File: config.mk
export PLATFORM = sky130hd
export DESIGN_NAME = decode_stage
export DESIGN_NICKNAME = d
export VERILOG_FILES = /design/src/rtl/dhrut_pkg.sv /design/src/rtl/rv32i_decoder.sv /design/src/rtl/decode_stage.sv
export SDC_FILE = /design/constraint.sdc
export NUM_CORES = 1
export LEC_CHECK = 0
export ABC_CLOCK_PERIOD_IN_PS = 2000
export BUFFER_PORTS_ARGS = -buffer_cell sky130_fd_sc_hd__buf_2
export CAP_MARGIN = 10
export CORE_MARGIN = 2
export CORE_UTILIZATION = 46
export CTS_CLUSTER_SIZE = 8
export DETAILED_ROUTE_END_ITERATION = 10
export PLACE_DENSITY = 0.82
export SYNTH_ARGS = -nofsm -noshare
export SYNTH_HDL_FRONTEND = slang
export SYNTH_SLANG_ARGS = --single-unit
File: constraint.sdc
create_clock -name clk -period 2 [get_ports clk]
set_input_delay 0.2 -clock clk [delete_from_list [all_inputs] [get_ports clk]]
set_output_delay 0.2 -clock clk [all_outputs]
set_load 0.03 [all_outputs]
File: src/rtl/dhrut_pkg.sv
// Shared types and constants for the RV32I decode stage: opclass encoding,
// major opcodes, fetch-packet field offsets and the registered ID packet layout.
package dhrut_pkg;

   localparam int PC_MSB    = 63;
   localparam int PC_LSB    = 32;
   localparam int INSTR_MSB = 31;
   localparam int INSTR_LSB = 0;

   localparam int OPCLASS_W = 4;
   localparam int REG_W     = 5;
   localparam int FUNCT3_W  = 3;
   localparam int IMM_W     = 32;
   localparam int XLEN      = 32;

   localparam logic [6:0] OPC_LUI    = 7'b0110111;
   localparam logic [6:0] OPC_AUIPC  = 7'b0010111;
   localparam logic [6:0] OPC_JAL    = 7'b1101111;
   localparam logic [6:0] OPC_JALR   = 7'b1100111;
   localparam logic [6:0] OPC_BRANCH = 7'b1100011;
   localparam logic [6:0] OPC_LOAD   = 7'b0000011;
   localparam logic [6:0] OPC_STORE  = 7'b0100011;
   localparam logic [6:0] OPC_OPIMM  = 7'b0010011;
   localparam logic [6:0] OPC_OP     = 7'b0110011;
   localparam logic [6:0] OPC_FENCE  = 7'b0001111;
   localparam logic [6:0] OPC_SYSTEM = 7'b1110011;

   typedef enum logic [OPCLASS_W-1:0] {
      OC_LUI     = 4'd0,
      OC_AUIPC   = 4'd1,
      OC_JAL     = 4'd2,
      OC_JALR    = 4'd3,
      OC_BRANCH  = 4'd4,
      OC_LOAD    = 4'd5,
      OC_STORE   = 4'd6,
      OC_OPIMM   = 4'd7,
      OC_OP      = 4'd8,
      OC_FENCE   = 4'd9,
      OC_SYSTEM  = 4'd10,
      OC_ILLEGAL = 4'd11
   } opclass_t;

   typedef struct packed {
      logic [XLEN-1:0]     pc;
      logic [XLEN-1:0]     instr;
      opclass_t            opclass;
      logic [REG_W-1:0]    rs1;
      logic [REG_W-1:0]    rs2;
      logic [REG_W-1:0]    rd;
      logic [FUNCT3_W-1:0] funct3;
      logic                funct7b5;
      logic [IMM_W-1:0]    imm;
      logic                illegal;
   } id_pkt_t;

   function automatic opclass_t opclass_of(input logic [6:0] opc);
      opclass_t oc;
      case (opc)
         OPC_LUI:    oc = OC_LUI;
         OPC_AUIPC:  oc = OC_AUIPC;
         OPC_JAL:    oc = OC_JAL;
         OPC_JALR:   oc = OC_JALR;
         OPC_BRANCH: oc = OC_BRANCH;
         OPC_LOAD:   oc = OC_LOAD;
         OPC_STORE:  oc = OC_STORE;
         OPC_OPIMM:  oc = OC_OPIMM;
         OPC_OP:     oc = OC_OP;
         OPC_FENCE:  oc = OC_FENCE;
         OPC_SYSTEM: oc = OC_SYSTEM;
         default:    oc = OC_ILLEGAL;
      endcase
      return oc;
   endfunction

endpackage

File: src/rtl/rv32i_decoder.sv
// Purely combinational RV32I field decoder: opclass, register indices,
// sign-extended immediate and the illegal-encoding flag.
module rv32i_decoder
   import dhrut_pkg::*;
(
   input  logic [31:0] i_instr,
   output logic [3:0]  o_opclass,
   output logic [4:0]  o_rs1,
   output logic [4:0]  o_rs2,
   output logic [4:0]  o_rd,
   output logic [2:0]  o_funct3,
   output logic        o_funct7b5,
   output logic [31:0] o_imm,
   output logic        o_illegal
);

   opclass_t    oc;
   logic [2:0]  f3;
   logic [6:0]  f7;
   logic [31:0] imm_i, imm_s, imm_b, imm_u, imm_j;

   always_comb begin
      f3 = i_instr[14:12];
      f7 = i_instr[31:25];
      oc = opclass_of(i_instr[6:0]);

      imm_i = {{20{i_instr[31]}}, i_instr[31:20]};
      imm_s = {{20{i_instr[31]}}, i_instr[31:25], i_instr[11:7]};
      imm_b = {{19{i_instr[31]}}, i_instr[31], i_instr[7], i_instr[30:25],
               i_instr[11:8], 1'b0};
      imm_u = {i_instr[31:12], 12'h000};
      imm_j = {{11{i_instr[31]}}, i_instr[31], i_instr[19:12], i_instr[20],
               i_instr[30:21], 1'b0};

      case (oc)
         OC_LUI, OC_AUIPC:                          o_imm = imm_u;
         OC_JAL:                                    o_imm = imm_j;
         OC_JALR, OC_LOAD, OC_OPIMM, OC_FENCE,
         OC_SYSTEM:                                 o_imm = imm_i;
         OC_BRANCH:                                 o_imm = imm_b;
         OC_STORE:                                  o_imm = imm_s;
         default:                                   o_imm = '0;
      endcase

      o_rs1 = (oc inside {OC_LUI, OC_AUIPC, OC_JAL}) ? 5'd0 : i_instr[19:15];
      o_rs2 = (oc inside {OC_BRANCH, OC_STORE, OC_OP}) ? i_instr[24:20] : 5'd0;
      o_rd  = (oc inside {OC_BRANCH, OC_STORE, OC_FENCE}) ? 5'd0 : i_instr[11:7];

      o_funct3   = f3;
      o_funct7b5 = i_instr[30];
      o_opclass  = oc;

      // funct7=0x20 is only meaningful for SUB (f3=0) and SRA (f3=5)
      o_illegal = (i_instr[1:0] != 2'b11) || (oc == OC_ILLEGAL)
               || ((oc == OC_JALR)   && (f3 != 3'd0))
               || ((oc == OC_BRANCH) && (f3 inside {3'd2, 3'd3}))
               || ((oc == OC_LOAD)   && (f3 inside {3'd3, 3'd6, 3'd7}))
               || ((oc == OC_STORE)  && (f3 > 3'd2))
               || ((oc == OC_OP)     && (f7 != 7'h00)
                   && !((f7 == 7'h20) && (f3 == 3'd0 || f3 == 3'd5)));
   end

endmodule

File: src/rtl/decode_stage.sv
// Instruction decode stage: one registered ID packet slot plus a single-entry
// skid buffer so the packet in flight when Execute stalls is never dropped.
module decode_stage
   import dhrut_pkg::*;
#(
   parameter int IF_PKT_WIDTH = 64,
   parameter int ADDR_WIDTH   = 32,
   parameter int DATA_WIDTH   = 32
) (
   input  logic                    clk,
   input  logic                    rst_n,
   input  logic                    i_if_pkt_valid,
   input  logic [IF_PKT_WIDTH-1:0] i_if_pkt_data,
   output logic                    o_stall,
   input  logic                    i_flush,
   input  logic                    i_ex_stall,
   output logic                    o_id_valid,
   output logic [ADDR_WIDTH-1:0]   o_id_pc,
   output logic [DATA_WIDTH-1:0]   o_id_instr,
   output logic [3:0]              o_id_opclass,
   output logic [4:0]              o_id_rs1,
   output logic [4:0]              o_id_rs2,
   output logic [4:0]              o_id_rd,
   output logic [2:0]              o_id_funct3,
   output logic                    o_id_funct7b5,
   output logic [DATA_WIDTH-1:0]   o_id_imm,
   output logic                    o_id_illegal
);

   logic                    id_valid_q, id_valid_d;
   id_pkt_t                 id_pkt_q, id_pkt_d;
   logic                    skid_vld_q, skid_vld_d;
   logic [IF_PKT_WIDTH-1:0] skid_data_q, skid_data_d;

   logic [IF_PKT_WIDTH-1:0] sel_data;
   logic                    accept, load;
   logic [3:0]              dec_opclass;
   logic [4:0]              dec_rs1, dec_rs2, dec_rd;
   logic [2:0]              dec_funct3;
   logic                    dec_funct7b5, dec_illegal;
   logic [31:0]             dec_imm;

   // A full skid always has priority: it is older than anything Fetch offers
   assign sel_data = skid_vld_q ? skid_data_q : i_if_pkt_data;
   assign accept   = i_if_pkt_valid && !skid_vld_q;
   assign load     = !id_valid_q || !i_ex_stall;

   rv32i_decoder u_dec (
      .i_instr    (sel_data[INSTR_MSB:INSTR_LSB]),
      .o_opclass  (dec_opclass),
      .o_rs1      (dec_rs1),
      .o_rs2      (dec_rs2),
      .o_rd       (dec_rd),
      .o_funct3   (dec_funct3),
      .o_funct7b5 (dec_funct7b5),
      .o_imm      (dec_imm),
      .o_illegal  (dec_illegal)
   );

   always_comb begin
      id_valid_d  = id_valid_q;
      id_pkt_d    = id_pkt_q;
      skid_vld_d  = skid_vld_q;
      skid_data_d = skid_data_q;

      if (i_flush) begin
         id_valid_d = 1'b0;
         skid_vld_d = 1'b0;
      end else if (load) begin
         id_valid_d = skid_vld_q || accept;
         skid_vld_d = 1'b0;
         if (skid_vld_q || accept) begin
            id_pkt_d.pc       = sel_data[PC_MSB:PC_LSB];
            id_pkt_d.instr    = sel_data[INSTR_MSB:INSTR_LSB];
            id_pkt_d.opclass  = opclass_t'(dec_opclass);
            id_pkt_d.rs1      = dec_rs1;
            id_pkt_d.rs2      = dec_rs2;
            id_pkt_d.rd       = dec_rd;
            id_pkt_d.funct3   = dec_funct3;
            id_pkt_d.funct7b5 = dec_funct7b5;
            id_pkt_d.imm      = dec_imm;
            id_pkt_d.illegal  = dec_illegal;
         end
      end else if (accept) begin
         // Output held by Execute: park the packet; o_stall rises next cycle
         skid_vld_d  = 1'b1;
         skid_data_d = i_if_pkt_data;
      end
   end

   always_ff @(posedge clk or negedge rst_n) begin
      if (!rst_n) begin
         id_valid_q  <= 1'b0;
         id_pkt_q    <= '0;
         skid_vld_q  <= 1'b0;
         skid_data_q <= '0;
      end else begin
         id_valid_q  <= id_valid_d;
         id_pkt_q    <= id_pkt_d;
         skid_vld_q  <= skid_vld_d;
         skid_data_q <= skid_data_d;
      end
   end

   assign o_stall       = skid_vld_q;
   assign o_id_valid    = id_valid_q;
   assign o_id_pc       = id_pkt_q.pc;
   assign o_id_instr    = id_pkt_q.instr;
   assign o_id_opclass  = id_pkt_q.opclass;
   assign o_id_rs1      = id_pkt_q.rs1;
   assign o_id_rs2      = id_pkt_q.rs2;
   assign o_id_rd       = id_pkt_q.rd;
   assign o_id_funct3   = id_pkt_q.funct3;
   assign o_id_funct7b5 = id_pkt_q.funct7b5;
   assign o_id_imm      = id_pkt_q.imm;
   assign o_id_illegal  = id_pkt_q.illegal;

endmodule
==> impl_metrics.yaml <==
outcome:
  outcome: "finished, violations left"
  violations: "setup timing"
pwr:
  comb_power_share_pct: 20.9
  finalPower_w: 0.01013
  p_int_w: 0.007040
  power_density_mw_per_mm2: 922.8
  power.switching_w: 0.003091
  p_leak_nw: 5.184
  pwr-share-seq_pct: 45.6
  pwr-share-clk_pct: 33.5
  irDropWorstVdd_mv: 0.6040
  power_switching_share_pct: 30.51
sta:
  drv_slew: 0
  setup_viol: 76
  hold_violations: 0
  finalClockSkew_ps: 11.34
  rsz0062_at_grt: "yes"
  worst_slew_pin_slew_ps: 535.5
  max_freq_mhz: 434.0
  post-route-period-util_pct: 115.2
  min_period_ps: 2304
  setup_slack_ps: -304.1
  max-slew-margin-rel_pct: 63.28
logic_synthesis:
  syn-num-nets: 796
  async_flop_share_pct: 100.0
  synth_cells: 727
  ys_ff_latch: 182
  ys_seq_area_share_pct: 55.56
  synth_edf_count: 0
  yosys_warnings: 0
  synth_area_mm2: 0.008197
  synth.avg_cell_area_um2: 11.27
  ys_types: 54
  synthFlopType: "dfrtp_1"
critical_path:
  crit_slowest_cell: "dfrtp_4"
  slowest_delay_ps: 540
  end_kind: "flip-flop"
  crit_family: "compound AO/OA/AOI/OAI gates"
  critical_path_required_ps: 2350
  crit_chain: "mux2_4 > buf_4 > o31ai_4 > o311ai_4 > buf_4 > a31oi_4 > buf_12 > nor2_1 > o21ai_1"
  crit_fanout: 11
  critPathKind: "reg -> reg"
  path_buf_inv: 3
  arrival_ps: 2650
  path_common_cell: "buf_4"
  startpoint_type: "flip-flop"
grt:
  antenna_found_initial: 0
  grt_max_degree: 73
  grt_pass1_vias: 6424
  gr-usage-all-layers_pct: 22.11
  grt_pass1_wl_um: 32580
  grt.overflow.total: 0
cells_and_area:
  finalNetCount: 1047
  drive_above_1_share_pct: 46.92
  final_cell_count_no_fill: 1216
  area_growth_pct: 33.95
  n_antenna_cell: 0
placement:
  hpwl_um: 15050
  placed_cells_incl_taps: 1168
  port-buffer-count: 190
  dp_slack_ps: -301.1
  place_congestion: 0.8692
floorplanning:
  initial_core_util_pct: 47.22
  fp.dieH_um: 137.5
  fp.coreArea_mm2: 0.01736
  row_count: 48
  die-area_mm2: 0.01890
  die_width_um: 137.5
  io_pins: 191
clock_tree:
  cts_tree: "yes"
  clkSinkCount: 182
  cts-root-buf: "clkbuf_16"
  cts_inserted_buffers: 17
  cts-htree-levels: 4
  clk_latency_ps: 430
  clockBufferDepth: 2
  cts.clk_slew.worst_paths_ps: 70
routing:
  firstDrtPassIters: 4
  routed_wl_um: 20880
  wl_per_cell_um: 17.17
  post-route-drc-count: 0
  vias_per_cell: 5.295
  vias: 6439
  postRouteAntennaNets: 0
  first_iter_violations: 302
hold_path:
  min_path_type: "in -> reg"
job:
  cap_violations: 0
==> worst register-to-register path, delay by kind of cell, from the launching register on <==
kind            cells  cell delay (ps)
compound gates      4              790
buf+inv             3              500
flops               1              540
mux                 1              360
simple gates        1               60
==> power by group through the flow <==
stage	Combinational, W	Clock [W]	Sequential [W]
2_1_floorplan	0.000811	0	0.00513
3_3_place_gp	0.00201	0	0.00464
3_5_place_dp	0.00205	0	0.00467
4_1_cts	0.00210	0.00346	0.00461
5_1_grt	0.00230	0.00360	0.00468
6_report	0.00212	0.00340	0.00462
==> cells in the final DEF, fill, tap and decap left out, drive strengths merged, types with 2 or more instances in the layout <==
cell type,netlist,layout
o21ai,110,110
inv,1,6
a21o,5,5
o22a,4,4
o41ai,2,2
a22o,5,5
o22ai,4,4
a31oi,3,3
nor2,53,53
xor2,2,2
bufinv,0,2
nor3,5,5
mux2i,63,63
dlygate4sd3,0,2
nor4,4,4
clkbuf,28,22
dfrtp,182,182
nand3,7,7
and3,2,2
nand2,121,121
a21oi,16,16
clkinv,0,5
and2,4,4
nand4,3,3
buf,17,273
mux2,72,72
==> through the flow <==
stage,TNS [ps],util (%),hold WS (ps),cell area (um2)
2_1_floorplan,-11400,-,-95.59,8229
3_3_place_gp,-6611,57.04,201.4,9901
3_5_place_dp,-8550,57.04,208.6,9901
4_1_cts,-8820,61.78,1.896,10720
5_1_grt,-20880,63.26,7.346,10980
6_report,-9496,63.26,16.52,10980
==> routing by layer <==
metal / vias up / part of all wire [%] / GRT usage (%)
li1: 3050 / - / -
met1: 3186 / 45 / 29.88
met2: 167 / 48 / 35.54
met3: 36 / 5.5 / 5.445
met4: 0 / 1.9 / 6.243
met5: - / 0 / 0
==> area by class of cell <==
type	instances	area, um2
multi-input cells	499	3689
repair buffers	277	1849
flip-flops and latches	182	4558
clock inverters	12	141.4
inverters	1	3.754
fillers	1355	6377
well taps	225	281.5
clock buffers	20	456.7
==> kinds of logic (layout without fill, tap and decap cells) <==
| group | Yosys count | in the layout | synth area share, % |
|---|---|---|---|
| xor gates and xnor gates | 2 | 2 | 0.2137 |
| muxes | 135 | 135 | 18.13 |
| and+or+nand+nor | 204 | 204 | 10.72 |
| AOI/OAI and AO/OA | 158 | 158 | 12.36 |
| buffers and inverters | 46 | 310 | 3.007 |
| DFF | 182 | 182 | 55.56 |
==> final timing paths <==
kind	slack [ps]	to	from	cells past startpoint
max	-300	o_id_imm[20]	o_stall	9
min	20	skid_data_q[34]	i_if_pkt_data[34]	2
max reg2reg	-300	o_id_imm[20]	o_stall	9
min reg2reg	480	o_id_instr[26]	o_id_instr[26]	2
max in group asynchronous	1020	o_id_instr[4]	rst_n	3
min in group asynchronous	290	o_id_pc[18]	rst_n	2
==> synthesized netlist by cell type, types with 2 or more instances <==
library cell  number  area [um2]
buf_2              7       35.03
o41ai_1            2       17.52
mux2i_4            3       67.56
buf_4              5       37.54
a21oi_1           15       75.07
and3_1             2       12.51
dfrtp_1          182        4554
nand3_1            5       25.02
nor2_1            53       198.9
o21ai_1            3       15.01
nor3_1             4       20.02
buf_8              2       30.03
mux2i_1           59       590.6
a31oi_1            2       12.51
xor2_1             2       17.52
mux2_2            71       799.5
nand2_4            2       22.52
a22o_1             5       43.79
a21o_1             5       37.54
nand2_1          117       439.2
and2_1             4       25.02
nand2_2            2       12.51
clkbuf_1          28       105.1
nand4_1            3       18.77
o21ai_0           85       425.4
o22ai_1            4       25.02
nor4_1             3       18.77
nand3_2            2       20.02
o21ai_2           22       192.7
o22a_1             4       35.03
==> flip-flops by register name, summed over array words and instances, names as in the netlist <==
register and cells:
o_id_illegal 1, o_id_rd 5, o_id_imm 32, o_id_opclass 4, o_id_valid 1, o_id_rs1 5, skid_data_q 64, o_stall 1
o_id_rs2 5, o_id_pc 32, o_id_instr 32
==> what timing repair did <==
action	CTS	global route
hold endpoints to repair	57	0
setup endpoints to repair	67	120
resized for setup	36	50
hold buffers	2	0
cloned	0	1
setup buffers	10	4
pin swaps	9	13
No activity file was read; power rests on OpenSTA's default activity.
